## src/rtl/fft_frame_controller.sv

```systemverilog
`default_nettype none
// ============================================================================
// Module   : fft_frame_controller
// Purpose  : Frame sequencer for an 8-point radix-2 DIT FFT datapath.
//            Collects 8 complex samples from a valid/ready stream into
//            bit-reversed frame slots and pulses the stage-1 start. It then
//            waits for stage-3 completion under a watchdog, captures the
//            8 results and streams them out in natural bin order.
// Ports    : CLK, nRESET              clock / async active-low reset
//            in_valid/in_ready        sample input handshake
//            in_real/in_image         sample input data
//            fft_start                one-cycle start pulse to stage 1
//            fft_x_real/fft_x_image   registered bit-reversed frame
//            stage3_done              stage-3 result-valid pulse
//            x_stage3_real/_image     stage-3 results, natural order
//            out_valid/out_ready      result output handshake
//            out_real/out_image       result bin data
//            out_index/out_last       bin number / high with bin 7
//            busy                     controller not in LOAD
//            err_timeout              one-cycle watchdog abort pulse
// Revision : 1.0  initial release
// ============================================================================
module fft_frame_controller #(
    parameter int DATA_W  = 12,
    parameter int TIMEOUT = 16
) (
    input  logic                     CLK,
    input  logic                     nRESET,
    input  logic                     in_valid,
    output logic                     in_ready,
    input  logic signed [DATA_W-1:0] in_real,
    input  logic signed [DATA_W-1:0] in_image,
    output logic                     fft_start,
    output logic signed [DATA_W-1:0] fft_x_real    [0:7],
    output logic signed [DATA_W-1:0] fft_x_image   [0:7],
    input  logic                     stage3_done,
    input  logic signed [DATA_W-1:0] x_stage3_real [0:7],
    input  logic signed [DATA_W-1:0] x_stage3_image[0:7],
    output logic                     out_valid,
    input  logic                     out_ready,
    output logic signed [DATA_W-1:0] out_real,
    output logic signed [DATA_W-1:0] out_image,
    output logic [2:0]               out_index,
    output logic                     out_last,
    output logic                     busy,
    output logic                     err_timeout
);

    localparam int WD_W = (TIMEOUT > 1) ? $clog2(TIMEOUT) : 1;
    localparam logic [WD_W-1:0] WD_LAST = WD_W'(TIMEOUT - 1);

    typedef enum logic [1:0] {
        S_LOAD   = 2'd0,
        S_START  = 2'd1,
        S_WAIT   = 2'd2,
        S_UNLOAD = 2'd3
    } state_t;

    state_t                   r_state;
    state_t                   w_next_state;
    logic [2:0]               r_k;
    logic [2:0]               r_index;
    logic [WD_W-1:0]          r_wd;
    logic                     r_err;
    logic signed [DATA_W-1:0] r_res_real  [0:7];
    logic signed [DATA_W-1:0] r_res_image [0:7];

    logic       w_in_fire;
    logic       w_out_fire;
    logic       w_capture;
    logic       w_timeout_hit;
    logic [2:0] w_slot;

    // Sample k lands in frame slot bitrev3(k).
    assign w_slot = {r_k[0], r_k[1], r_k[2]};

    assign w_in_fire     = in_valid && in_ready;
    assign w_out_fire    = out_valid && out_ready;
    assign w_capture     = (r_state == S_WAIT) && stage3_done;
    // A done arriving on the last watchdog cycle takes priority over abort.
    assign w_timeout_hit = (r_state == S_WAIT) && !stage3_done && (r_wd == WD_LAST);

    // Result mux reads the buffer directly; the buffer only changes on
    // capture, so the output holds while the downstream stalls.
    assign out_real    = r_res_real[r_index];
    assign out_image   = r_res_image[r_index];
    assign out_index   = r_index;
    assign err_timeout = r_err;

    // ------------------------------------------------------------------
    // State register
    // ------------------------------------------------------------------
    always_ff @(posedge CLK or negedge nRESET) begin
        if (!nRESET) begin
            r_state <= S_LOAD;
        end else begin
            r_state <= w_next_state;
        end
    end

    // ------------------------------------------------------------------
    // Next-state and state-decoded outputs
    // ------------------------------------------------------------------
    always_comb begin
        w_next_state = r_state;
        in_ready     = 1'b0;
        fft_start    = 1'b0;
        out_valid    = 1'b0;
        out_last     = 1'b0;
        busy         = 1'b1;
        case (r_state)
            S_LOAD: begin
                in_ready = 1'b1;
                busy     = 1'b0;
                if (in_valid && (r_k == 3'd7)) begin
                    w_next_state = S_START;
                end
            end
            S_START: begin
                fft_start    = 1'b1;
                w_next_state = S_WAIT;
            end
            S_WAIT: begin
                if (stage3_done) begin
                    w_next_state = S_UNLOAD;
                end else if (r_wd == WD_LAST) begin
                    w_next_state = S_LOAD;
                end
            end
            S_UNLOAD: begin
                out_valid = 1'b1;
                out_last  = (r_index == 3'd7);
                if (out_ready && (r_index == 3'd7)) begin
                    w_next_state = S_LOAD;
                end
            end
            default: begin
                w_next_state = S_LOAD;
            end
        endcase
    end

    // ------------------------------------------------------------------
    // Counters, frame registers and result buffer
    // ------------------------------------------------------------------
    always_ff @(posedge CLK or negedge nRESET) begin
        if (!nRESET) begin
            r_k     <= 3'd0;
            r_index <= 3'd0;
            r_wd    <= '0;
            r_err   <= 1'b0;
            for (int i = 0; i < 8; i++) begin
                fft_x_real[i]  <= '0;
                fft_x_image[i] <= '0;
                r_res_real[i]  <= '0;
                r_res_image[i] <= '0;
            end
        end else begin
            r_err <= w_timeout_hit;

            // k wraps from 7 back to 0 on the frame-completing handshake.
            if (w_in_fire) begin
                fft_x_real[w_slot]  <= in_real;
                fft_x_image[w_slot] <= in_image;
                r_k                 <= r_k + 3'd1;
            end

            if (r_state == S_START) begin
                r_wd <= '0;
            end else if (r_state == S_WAIT) begin
                r_wd <= r_wd + WD_W'(1);
            end

            // Index wraps from 7 to 0 when the last bin is taken.
            if (w_capture) begin
                r_index <= 3'd0;
                for (int i = 0; i < 8; i++) begin
                    r_res_real[i]  <= x_stage3_real[i];
                    r_res_image[i] <= x_stage3_image[i];
                end
            end else if (w_out_fire) begin
                r_index <= r_index + 3'd1;
            end
        end
    end

endmodule
`default_nettype wire

```

## config.mk

```make
export PLATFORM = sky130hd
export DESIGN_NAME = fft_frame_controller
export DESIGN_NICKNAME = d
export VERILOG_FILES = /design/src/rtl/fft_frame_controller.sv
export SDC_FILE = /design/constraint.sdc
export NUM_CORES = 1
export LEC_CHECK = 0
export BUFFER_PORTS_ARGS = -buffer_cell sky130_fd_sc_hd__buf_2
export CAP_MARGIN = 30
export CORE_MARGIN = 2
export CORE_UTILIZATION = 57
export CTS_BUF_LIST = sky130_fd_sc_hd__clkbuf_4 sky130_fd_sc_hd__clkbuf_8 sky130_fd_sc_hd__clkbuf_16
export DETAILED_ROUTE_END_ITERATION = 10
export PLACE_DENSITY = 0.92
export SKIP_LAST_GASP = 1
export SLEW_MARGIN = 20
export SYNTH_ARGS = -nofsm -noshare
export SYNTH_HDL_FRONTEND = slang
export SYNTH_SLANG_ARGS = --single-unit
```

## constraint.sdc

```tcl
create_clock -name CLK -period 3.9 [get_ports CLK]
set_input_delay 0.195 -clock CLK [delete_from_list [all_inputs] [get_ports CLK]]
set_output_delay 0.195 -clock CLK [all_outputs]
set_load 0.05 [all_outputs]
```

## Word level (Yosys, flattened, before mapping)

Cells that the tools add are included.

- Bits in registers: 397
- Latch bits: 0
- Memory bits (writable): 0
- Memory bits (read-only): 0
- Input bits: 221
- Word-level logic and storage cells: 91
- Memories kept: 0

- $add $sub $neg: 3
- Multipliers: 0
- Div/mod/pow operators: 0
- Order comparisons: 3
- Equal/unequal tests: 9
- Shift operators: 0
- Mux-type cells: 24
- Bitwise gates (word level): 2
- Reduce and logical (&&, ||, !) cells: 13

Operator list:

| cell | count |
|---|---|
| 96-bit bitwise mux | 2 |
| 12-bit binary-select mux with 3-bit select | 2 |
| 12-bit 2-to-1 mux | 5 |
| 12-bit demux with 3-bit select | 1 |
| 4-bit >= comparator (second input constant) | 2 |
| 1-bit logical AND | 8 |
| 2-bit 2-to-1 mux | 4 |
| 4-bit 2-to-1 mux | 2 |
| 3-bit inverter with 4-bit output | 2 |
| 2-bit one-hot mux with 4 select lines | 1 |
| 3-bit by 1-bit adder with 3-bit output (second input constant) | 2 |
| 3-bit equality test (second input constant) | 2 |
| 3-bit 2-to-1 mux | 2 |
| 1-bit 2-to-1 mux | 5 |
| 4-bit by 1-bit adder with 4-bit output (second input constant) | 1 |
| 2-bit equality test (second input constant) | 2 |
| 4-bit equality test (second input constant) | 1 |
| 4-bit by 1-bit < comparator with 1-bit output (second input constant) | 1 |
| 2-bit != test (second input constant) | 2 |
| 2-bit nonzero test | 2 |
| 3-bit by 2-bit != test with 1-bit output (second input constant) | 1 |
| 3-bit AND reduction | 1 |
| 2-bit by 1-bit equality test with 1-bit output (second input constant) | 1 |
| 2-bit zero test | 1 |
| 1-bit zero test | 1 |

## Longest topological paths before layout

Gate-level depths: netlist of the first run.

- Depth after elaboration: 6
- Mapped depth: 6

## Least setup slack after synthesis of the first run

No wires, ideal clock.

- Path type: flip-flop to output port
- Start: reg r_index[0], in the netlist out_index[0]
- End: out out_image[11]
- Arrival time: 2.018 ns
- Data required time: 3.705 ns
- Path slack: 1.687 ns
- Stages on the path, launching flop included: 5
- Path buffers: 2
- Path through: dfrtp_1 > buf_6 > buf_2 > mux4_2 > mux2_2

- Longest elaborated chain between the ends: 4

RTL lines:

| what | RTL line | text |
|---|---|---|
| from (decl) | 62 | `logic [2:0] r_index;` |
| from (signal assigned) | 182 | `r_index <= r_index + 3'd1;` |
| 3-bit inverter with 4-bit output (implied by the code) | 86 | `assign out_image = r_res_image[r_index];` |
| 12-bit binary-select mux with 3-bit select | 86 |  |
| 12-bit 2-to-1 mux (implied by the code) (2 in series) | 86 |  |
| to (decl) | 42 | `output logic signed [DATA_W-1:0] out_image,` |

No other way between the ends. The select of a mux whose other input is x is not followed.

## Worst setup path after layout of the first run

- Start: reg r_index[1], in the netlist out_index[1]
- End: out out_real[2]

- Longest elaborated chain between the ends: 4

RTL lines:

| what | RTL line | text |
|---|---|---|
| 3-bit inverter with 4-bit output (implied by the code) | 85 | `assign out_real = r_res_real[r_index];` |
| 12-bit binary-select mux with 3-bit select | 85 |  |
| 12-bit 2-to-1 mux (implied by the code) (2 in series) | 85 |  |
| to (decl) | 41 | `output logic signed [DATA_W-1:0] out_real,` |

No other way between the ends. The select of a mux whose other input is x is not followed.

==> results of run 1 <==
worst max-delay path, delay by kind of cell (launching register included):
family                 cells  cell delay (ns)
buffers and inverters      2             0.64
DFF                        1             0.97
muxes                      2             0.70
cell families after synthesis:
| kind of cell | synth area share |
|---|---|
| flops | 0.604 |
| mux | 0.351 |
| xor+xnor | 0.00107 |
| compound gates | 0.00479 |
| buf+inv | 0.0200 |
| simple gates | 0.00883 |
| fa+ha+maj | 0.0107 |
routing by layer:
| layer | vias to the layer above | share of wire | global-route usage |
|---|---|---|---|
| met3 | 204 | 0.072 | 0.0728 |
| met4 | 0 | 0.058 | 0.193 |
| li1 | 4884 | - | - |
| met1 | 6099 | 0.34 | 0.390 |
| met2 | 730 | 0.53 | 0.636 |
| met5 | - | 0 | 0 |
area by class of cell:
cell class	count	area, sq um
multi-input combinational	516	6190
inverter	9	33.8
clock inverter	12	173
sequential	397	9940
timing repair buffer	667	4460
antenna	7	17.5
tap	384	480
fill	1435	6040
clock buffer	57	1220
synth_stat cells:
cell type	number	share of area
o22ai_1	1	0.00038
inv_1	9	0.0021
buf_6	1	0.00068
nand2b_1	2	0.00076
dfrtp_1	397	0.60
nand3_1	6	0.0018
buf_12	2	0.0024
a21oi_1	3	0.00091
nand2_1	7	0.0016
a222oi_1	2	0.0012
mux2_4	10	0.0091
xnor2_1	1	0.00053
nor2_1	1	0.00023
nand4b_1	1	0.00053
a2bb2oi_1	1	0.00053
o2bb2ai_1	1	0.00053
clkbuf_1	7	0.0016
xor2_1	1	0.00053
and2_1	1	0.00038
ha_1	14	0.011
mux2i_1	4	0.0024
nand3b_1	1	0.00046
o21ai_0	4	0.0012
nor2b_1	4	0.0015
buf_1	2	0.00046
buf_2	42	0.013
nand4_1	4	0.0015
mux4_2	48	0.066
mux2_2	399	0.27
placed cells by master (no fill, tap or decap), types with 3 or more instances in the layout:
master,count
buf_2,444
mux2_2,399
dfrtp_1,394
dlygate4sd3_1,198
mux4_2,48
clkbuf_16,43
buf_4,20
ha_1,14
mux2_4,10
inv_1,9
clkbuf_4,8
diode_2,7
nand2_1,6
nand3_1,6
clkbuf_8,6
o21ai_0,4
mux2i_1,4
nor2b_1,4
nand4_1,4
clkinv_2,4
bufinv_16,4
a21oi_1,3
buf_12,3
power breakdown:
group          total, mW  internal (mW)  leakage [nW]  switching [mW]
Sequential          7.63           6.09          4.92            1.53
Combinational       10.8           3.90          5.38            6.89
Clock               4.07           2.45         0.691            1.62
timing repair:
item | 4_1_cts | 5_1_grt
hold buffers | 198 | 0
endpoints found under the hold margin | 320 | 0
endpoints found under the setup margin | 0 | 0
buffers inserted | 0 | 0
through the flow:
stage	worst slack, ns	total power, mW	cell area, sq um	std cells	util
CTS	0.733	22.0	22500	2041	0.787
finish	0.840	22.5	22500	2049	0.788
global route	0.786	23.2	22500	2047	0.788
global placement	1.33	17.2	19100	1774	0.669
floorplan	1.69	15.1	16400	976	-
detailed placement	1.29	17.6	19100	1774	0.669
sequential cells by signal, indices dropped and copies added (netlist names):
name         flops
fft_x_image     96
err_timeout      1
r_state          2
r_res_image     96
r_wd             4
fft_x_real      96
out_index        3
r_k              3
r_res_real      96
worst max-delay path by stage:
stage	endpoint	startpoint	slack, ns
2_1_floorplan	out_image[11]	out_index[0]	1.69
3_3_place_gp	out_image[2]	out_index[0]	1.33
3_5_place_dp	out_image[2]	out_index[0]	1.29
4_1_cts	out_image[2]	out_index[0]	0.73
5_1_grt	out_real[2]	out_index[1]	0.79
6_report	out_real[2]	out_index[1]	0.84
==> results.tsv, run 1 <==
stage	metric	value	unit
setup_path	cp_data_required_time	3.70	ns
floorplanning	num_rows	62	
floorplanning	core	28500	sq um
floorplanning	die_area	30200	sq um
sta	setup_viol	0	
global_route	grt_max_degree	120	
setup_path	crit_path_cell_trace	buf_4, mux4_2, mux2_2, buf_2	
drt	drt-initial-drc-count	800	
placement	place_hpwl	29300	um
drt	ant_nets	0	
pwr	max-vdd-ir-drop	0.796	mV
placement	place.port_buffers	445	
synth	syn_area_per_cell	16.8	sq um
drt	dr_total_vias	11900	
synth	synthCells	976	
sta	finalSetupTns	0	ns
synth	yosysSeqAreaShare	0.604	
pwr	power_density	999	nW/um^2
clock_network	cts_buffers	41	
min_path	hold_path.startpoint	in_real[8]	
layout	syn2layout_area_growth	36.9	%
clock_network	clock_latency	0.53	ns
setup_path	timing.rr.start	out_index[1]	
flow_run	maxCapViolCount	0	
sta	hold_violations	0	
sta	fmax	327	MHz
sta	slew_viol_final	0	
setup_path	rrSetupSlack	1.38	ns
min_path	worst_hold_path_type	input port to flop	
setup_path	cp-start-kind	flop	
floorplanning	die_w	174	um
drt	drt-total-wl	52800	um
global_route	antenna_found_initial	5	
setup_path	endpoint_kind	output port	
synth	synth_area	16400	sq um
clock_network	clock_path_buffers	3	
global_route	grt_pass1_vias	13500	
layout	drive_above_1_share	0.603	
min_path	holdPathStages	2	
clock_network	cts_tree	yes	
setup_path	cp.arrival	2.87	ns
synth	synth_cell_types	29	
global_route	grt_usage	0.352	
pwr	power_leakage	11.0	nW
drt	drtPass1Iterations	5	
run_status	status	complete, no violations	
placement	gp_congestion	0.831	
synth	yosys_register_bits	397	
clock_network	root_buffer	clkbuf_16	
global_route	grt_overflow	0	
sta	fin_crit_sh	0.785	
setup_path	r2r_cells	6	
drt	drcViolationCount	0	
floorplanning	die_h	174	um
drt	vias_per_cell	5.82	
floorplanning	initial_core_util	0.576	
sta	skew	0.0178	ns
setup_path	crit_fanout	35	
setup_path	critPathKind	flop to output port	
sta	relSlewSlack	0.348	
synth	synth_fp_nets	1211	
sta	min_period	3.06	ns
setup_path	r2r_end	r_state[0]	
drt	routedWlPerCell	25.8	um
sta	grt_setup_unrepaired	false	
global_route	grt_pass1_wl	80800	um
clock_network	cts_htree_levels	2	
setup_path	slowest_delay	0.97	ns
sta	hold_slack	0.0233	ns
clock_network	post_cts_resized	0	
layout	fin_nets	1867	
clock_network	path_clk_slew	0.06	ns
setup_path	critPathSlowestCell	dfrtp_2	
clock_network	numClockSinks	397	
synth	synth_warnings	0	
sta	max_slew.worst_pin.slew	0.977	ns
floorplanning	ios	446	
min_path	holdPathEnd	fft_x_real[56]	
(Power assumes the default switching activity.)
==> run 2: changes to the inputs <==
--- a/config.mk
+++ b/config.mk
@@ -8,10 +8,10 @@
 export BUFFER_PORTS_ARGS = -buffer_cell sky130_fd_sc_hd__buf_2
 export CAP_MARGIN = 30
 export CORE_MARGIN = 2
-export CORE_UTILIZATION = 57
+export CORE_UTILIZATION = 48
 export CTS_BUF_LIST = sky130_fd_sc_hd__clkbuf_4 sky130_fd_sc_hd__clkbuf_8 sky130_fd_sc_hd__clkbuf_16
 export DETAILED_ROUTE_END_ITERATION = 10
-export PLACE_DENSITY = 0.92
+export PLACE_DENSITY = 0.83
 export SKIP_LAST_GASP = 1
 export SLEW_MARGIN = 20
 export SYNTH_ARGS = -nofsm -noshare
==> constraint.sdc (replaced) <==
create_clock -name CLK -period 2.74 [get_ports CLK]
set_input_delay 0.137 -clock CLK [delete_from_list [all_inputs] [get_ports CLK]]
set_output_delay 0.137 -clock CLK [all_outputs]
set_load 0.05 [all_outputs]
==> results.tsv, run 2 (synthesized netlist as in run 1, its figures left out) <==
stage	metric	value	unit	change
setup_path	critPathSlowestCell	dfrtp_4		was dfrtp_2
setup_path	crit_path_cell_trace	buf_4, mux4_2, mux2_2, buf_2		unchanged
pwr	max-vdd-ir-drop	1.12	mV	was 0.796 mV
setup_path	crit_family	multiplexers		was flip-flops
drt	drcViolationCount	0		unchanged
layout	n_fill_cell	2094		was 1435
sta	hold_slack	0.0166	ns	was 0.0233 ns
sta	fin_crit_sh	0.958		
placement	dp_cells	1846		was 1774
drt	drt-initial-drc-count	506		was 800
sta	grt_setup_unrepaired	false		unchanged
placement	place.port_buffers	445		unchanged
layout	final_common_cell	buf_2		unchanged
setup_path	cp-start-kind	flop		unchanged
global_route	use_met2	0.481		was 0.636
sta	max_slew.worst_pin.slew	0.691	ns	was 0.977 ns
global_route	grt_pass1_wl	74700	um	was 80800 um
floorplanning	initial_core_util	0.489		was 0.576
global_route	grt_usage	0.275		was 0.352
global_route	grt_max_degree	83		was 120
drt	dr_total_vias	11600		was 11900
flow_run	maxCapViolCount	0		unchanged
setup_path	slowest_delay	0.61	ns	was 0.97 ns
sta	finalSetupTns	0	ns	unchanged
sta	slew_viol_final	0		unchanged
layout	layout_common_cells	444 x buf_2, 399 x mux2_2, 395 x dfrtp_1		was 444 x buf_2, 399 x mux2_2, 394 x dfrtp_1
min_path	worst_hold_path_type	input port to flop		unchanged
floorplanning	ios	446		unchanged
global_route	grt-busiest-layer	met2		unchanged
clock_network	cts_buffers	41		unchanged
layout	drive_above_1_share	0.598		was 0.603
setup_path	critPathKind	flop to output port		unchanged
floorplanning	die_area	35800	sq um	was 30200 sq um
setup_path	endpoint_kind	output port		unchanged
pwr	power_leakage	11.2	nW	was 11.0 nW
layout	fin_nets	1893		was 1867
clock_network	clock_latency	0.53	ns	about the same
placement	place_hpwl	29500	um	was 29300 um
clock_network	clock_path_buffers	3		unchanged
sta	setup_viol	0		unchanged
floorplanning	num_rows	67		was 62
placement	gp_congestion	0.851		was 0.831
clock_network	root_buffer	clkbuf_16		unchanged
sta	relSlewSlack	0.539		was 0.348
global_route	antenna_found_initial	2		was 5
layout	postLayoutCoreUtil	0.684		was 0.788
drt	ant_nets	0		unchanged
layout	instances_no_fill	2136		was 2049
sta	skew	0.0214	ns	was 0.0178 ns
drt	vias_per_cell	5.43		was 5.82
run_status	status	complete, no violations		unchanged
floorplanning	die_w	189	um	was 174 um
pwr	power_density	1390	nW/um^2	was 999 nW/um^2
setup_path	cp.arrival	2.49	ns	was 2.87 ns
sta	fmax	381	MHz	
placement	dpl-instance-area	19400	sq um	was 19100 sq um
global_route	grt_use_met3	0.0645		was 0.0728
clock_network	path_clk_slew	0.06	ns	about the same
sta	min_period	2.63	ns	
layout	syn2layout_area_growth	39.8	%	was 36.9%
floorplanning	core	33600	sq um	was 28500 sq um
clock_network	cts_tree	yes		unchanged
sta	hold_violations	0		unchanged
setup_path	cp_data_required_time	2.60	ns	was 3.70 ns
clock_network	numClockSinks	397		unchanged
drt	routedWlPerCell	23.0	um	was 25.8 um
setup_path	rrSetupSlack	0.65	ns	was 1.38 ns
setup_path	crit_fanout	12		was 35
drt	drt-total-wl	49000	um	was 52800 um
floorplanning	die_h	189	um	was 174 um
global_route	met1_usage	0.328		was 0.390
setup_path	crit_buf_inv	2		unchanged
drt	drtPass1Iterations	5		unchanged
global_route	grt_overflow	0		unchanged
global_route	grt_pass1_vias	12600		was 13500
layout	post-route-cell-area	23000	sq um	was 22500 sq um
clock_network	cts_htree_levels	2		unchanged
run 2: cell types whose count changed in the layout (fill, tap and decap cells not counted), sizes merged:
cell         before  now
dlygate4sd3     198  216
buf             469  477
clkbuf           57   63
diode             7    1
clkinvlp          2    0
clkinv            4    3
run 2: power by group:
group | switching [mW] | total (mW) | internal [mW] | leakage [nW]
sequential | 1.80 | 10.5 | 8.67 | 4.92
combinational | 9.84 | 15.5 | 5.63 | 5.55
clock | 2.31 | 5.95 | 3.63 | 0.728
run 2: repair_timing:
action	in CTS	in global routing
gates resized for setup	0	0
buffers inserted	1	0
hold buffers	216	0
setup endpoints to repair	6	0
hold endpoints to repair	433	0
run 2: path summary, 6_finish.rpt:
check,startpoint,endpoint,cells past startpoint
setup / recovery,out_index[0],out_real[0],4
hold / removal,in_real[11],fft_x_real[47],2
max in group asynchronous,nRESET,r_k[1],3
setup reg to reg,r_state[0],fft_x_image[54],5
min in group asynchronous,nRESET,r_res_real[20],2
hold reg to reg,fft_x_image[49],fft_x_image[49],1
run 2: area by class of cell:
cell class / count / area (sq um) / area share
multi-input cells: 516 / 6190 / 0.269
repair buffers: 693 / 4810 / 0.209
diodes: 1 / 2.50 / 0.000109
flip-flops and latches: 397 / 9940 / 0.432
clock inverters: 9 / 153 / 0.00664
clock buffers: 63 / 1290 / 0.0563
inverters: 9 / 33.8 / 0.00147
well taps: 448 / 561 / 0.0244
run 2: worst register-to-register path: cells and delay by family, from the launching register on:
family,cells,cell delay (ns)
AND/OR/NAND/NOR,1,0.47
multiplexers,1,0.31
buffers and inverters,2,0.49
flip-flops,1,0.41
adder cells (fa/ha/maj),1,0.27
run 2: routing by layer:
layer | part of all wire | up-vias
met3 | 0.075 | 119
met4 | 0.038 | 2
met1 | 0.38 | 5979
met2 | 0.51 | 566
li1 | - | 4931
met5 | 0.00027 | -
run 2: through the flow:
| step | total power, mW | setup slack (ns) |
|---|---|---|
| 6_report | 31.9 | 0.115 |
| 3_3_place_gp | 24.7 | 0.528 |
| 2_1_floorplan | 21.4 | 0.585 |
| 3_5_place_dp | 25.2 | 0.526 |
| 4_1_cts | 31.5 | 0.0830 |
| 5_1_grt | 33.1 | 0.0117 |
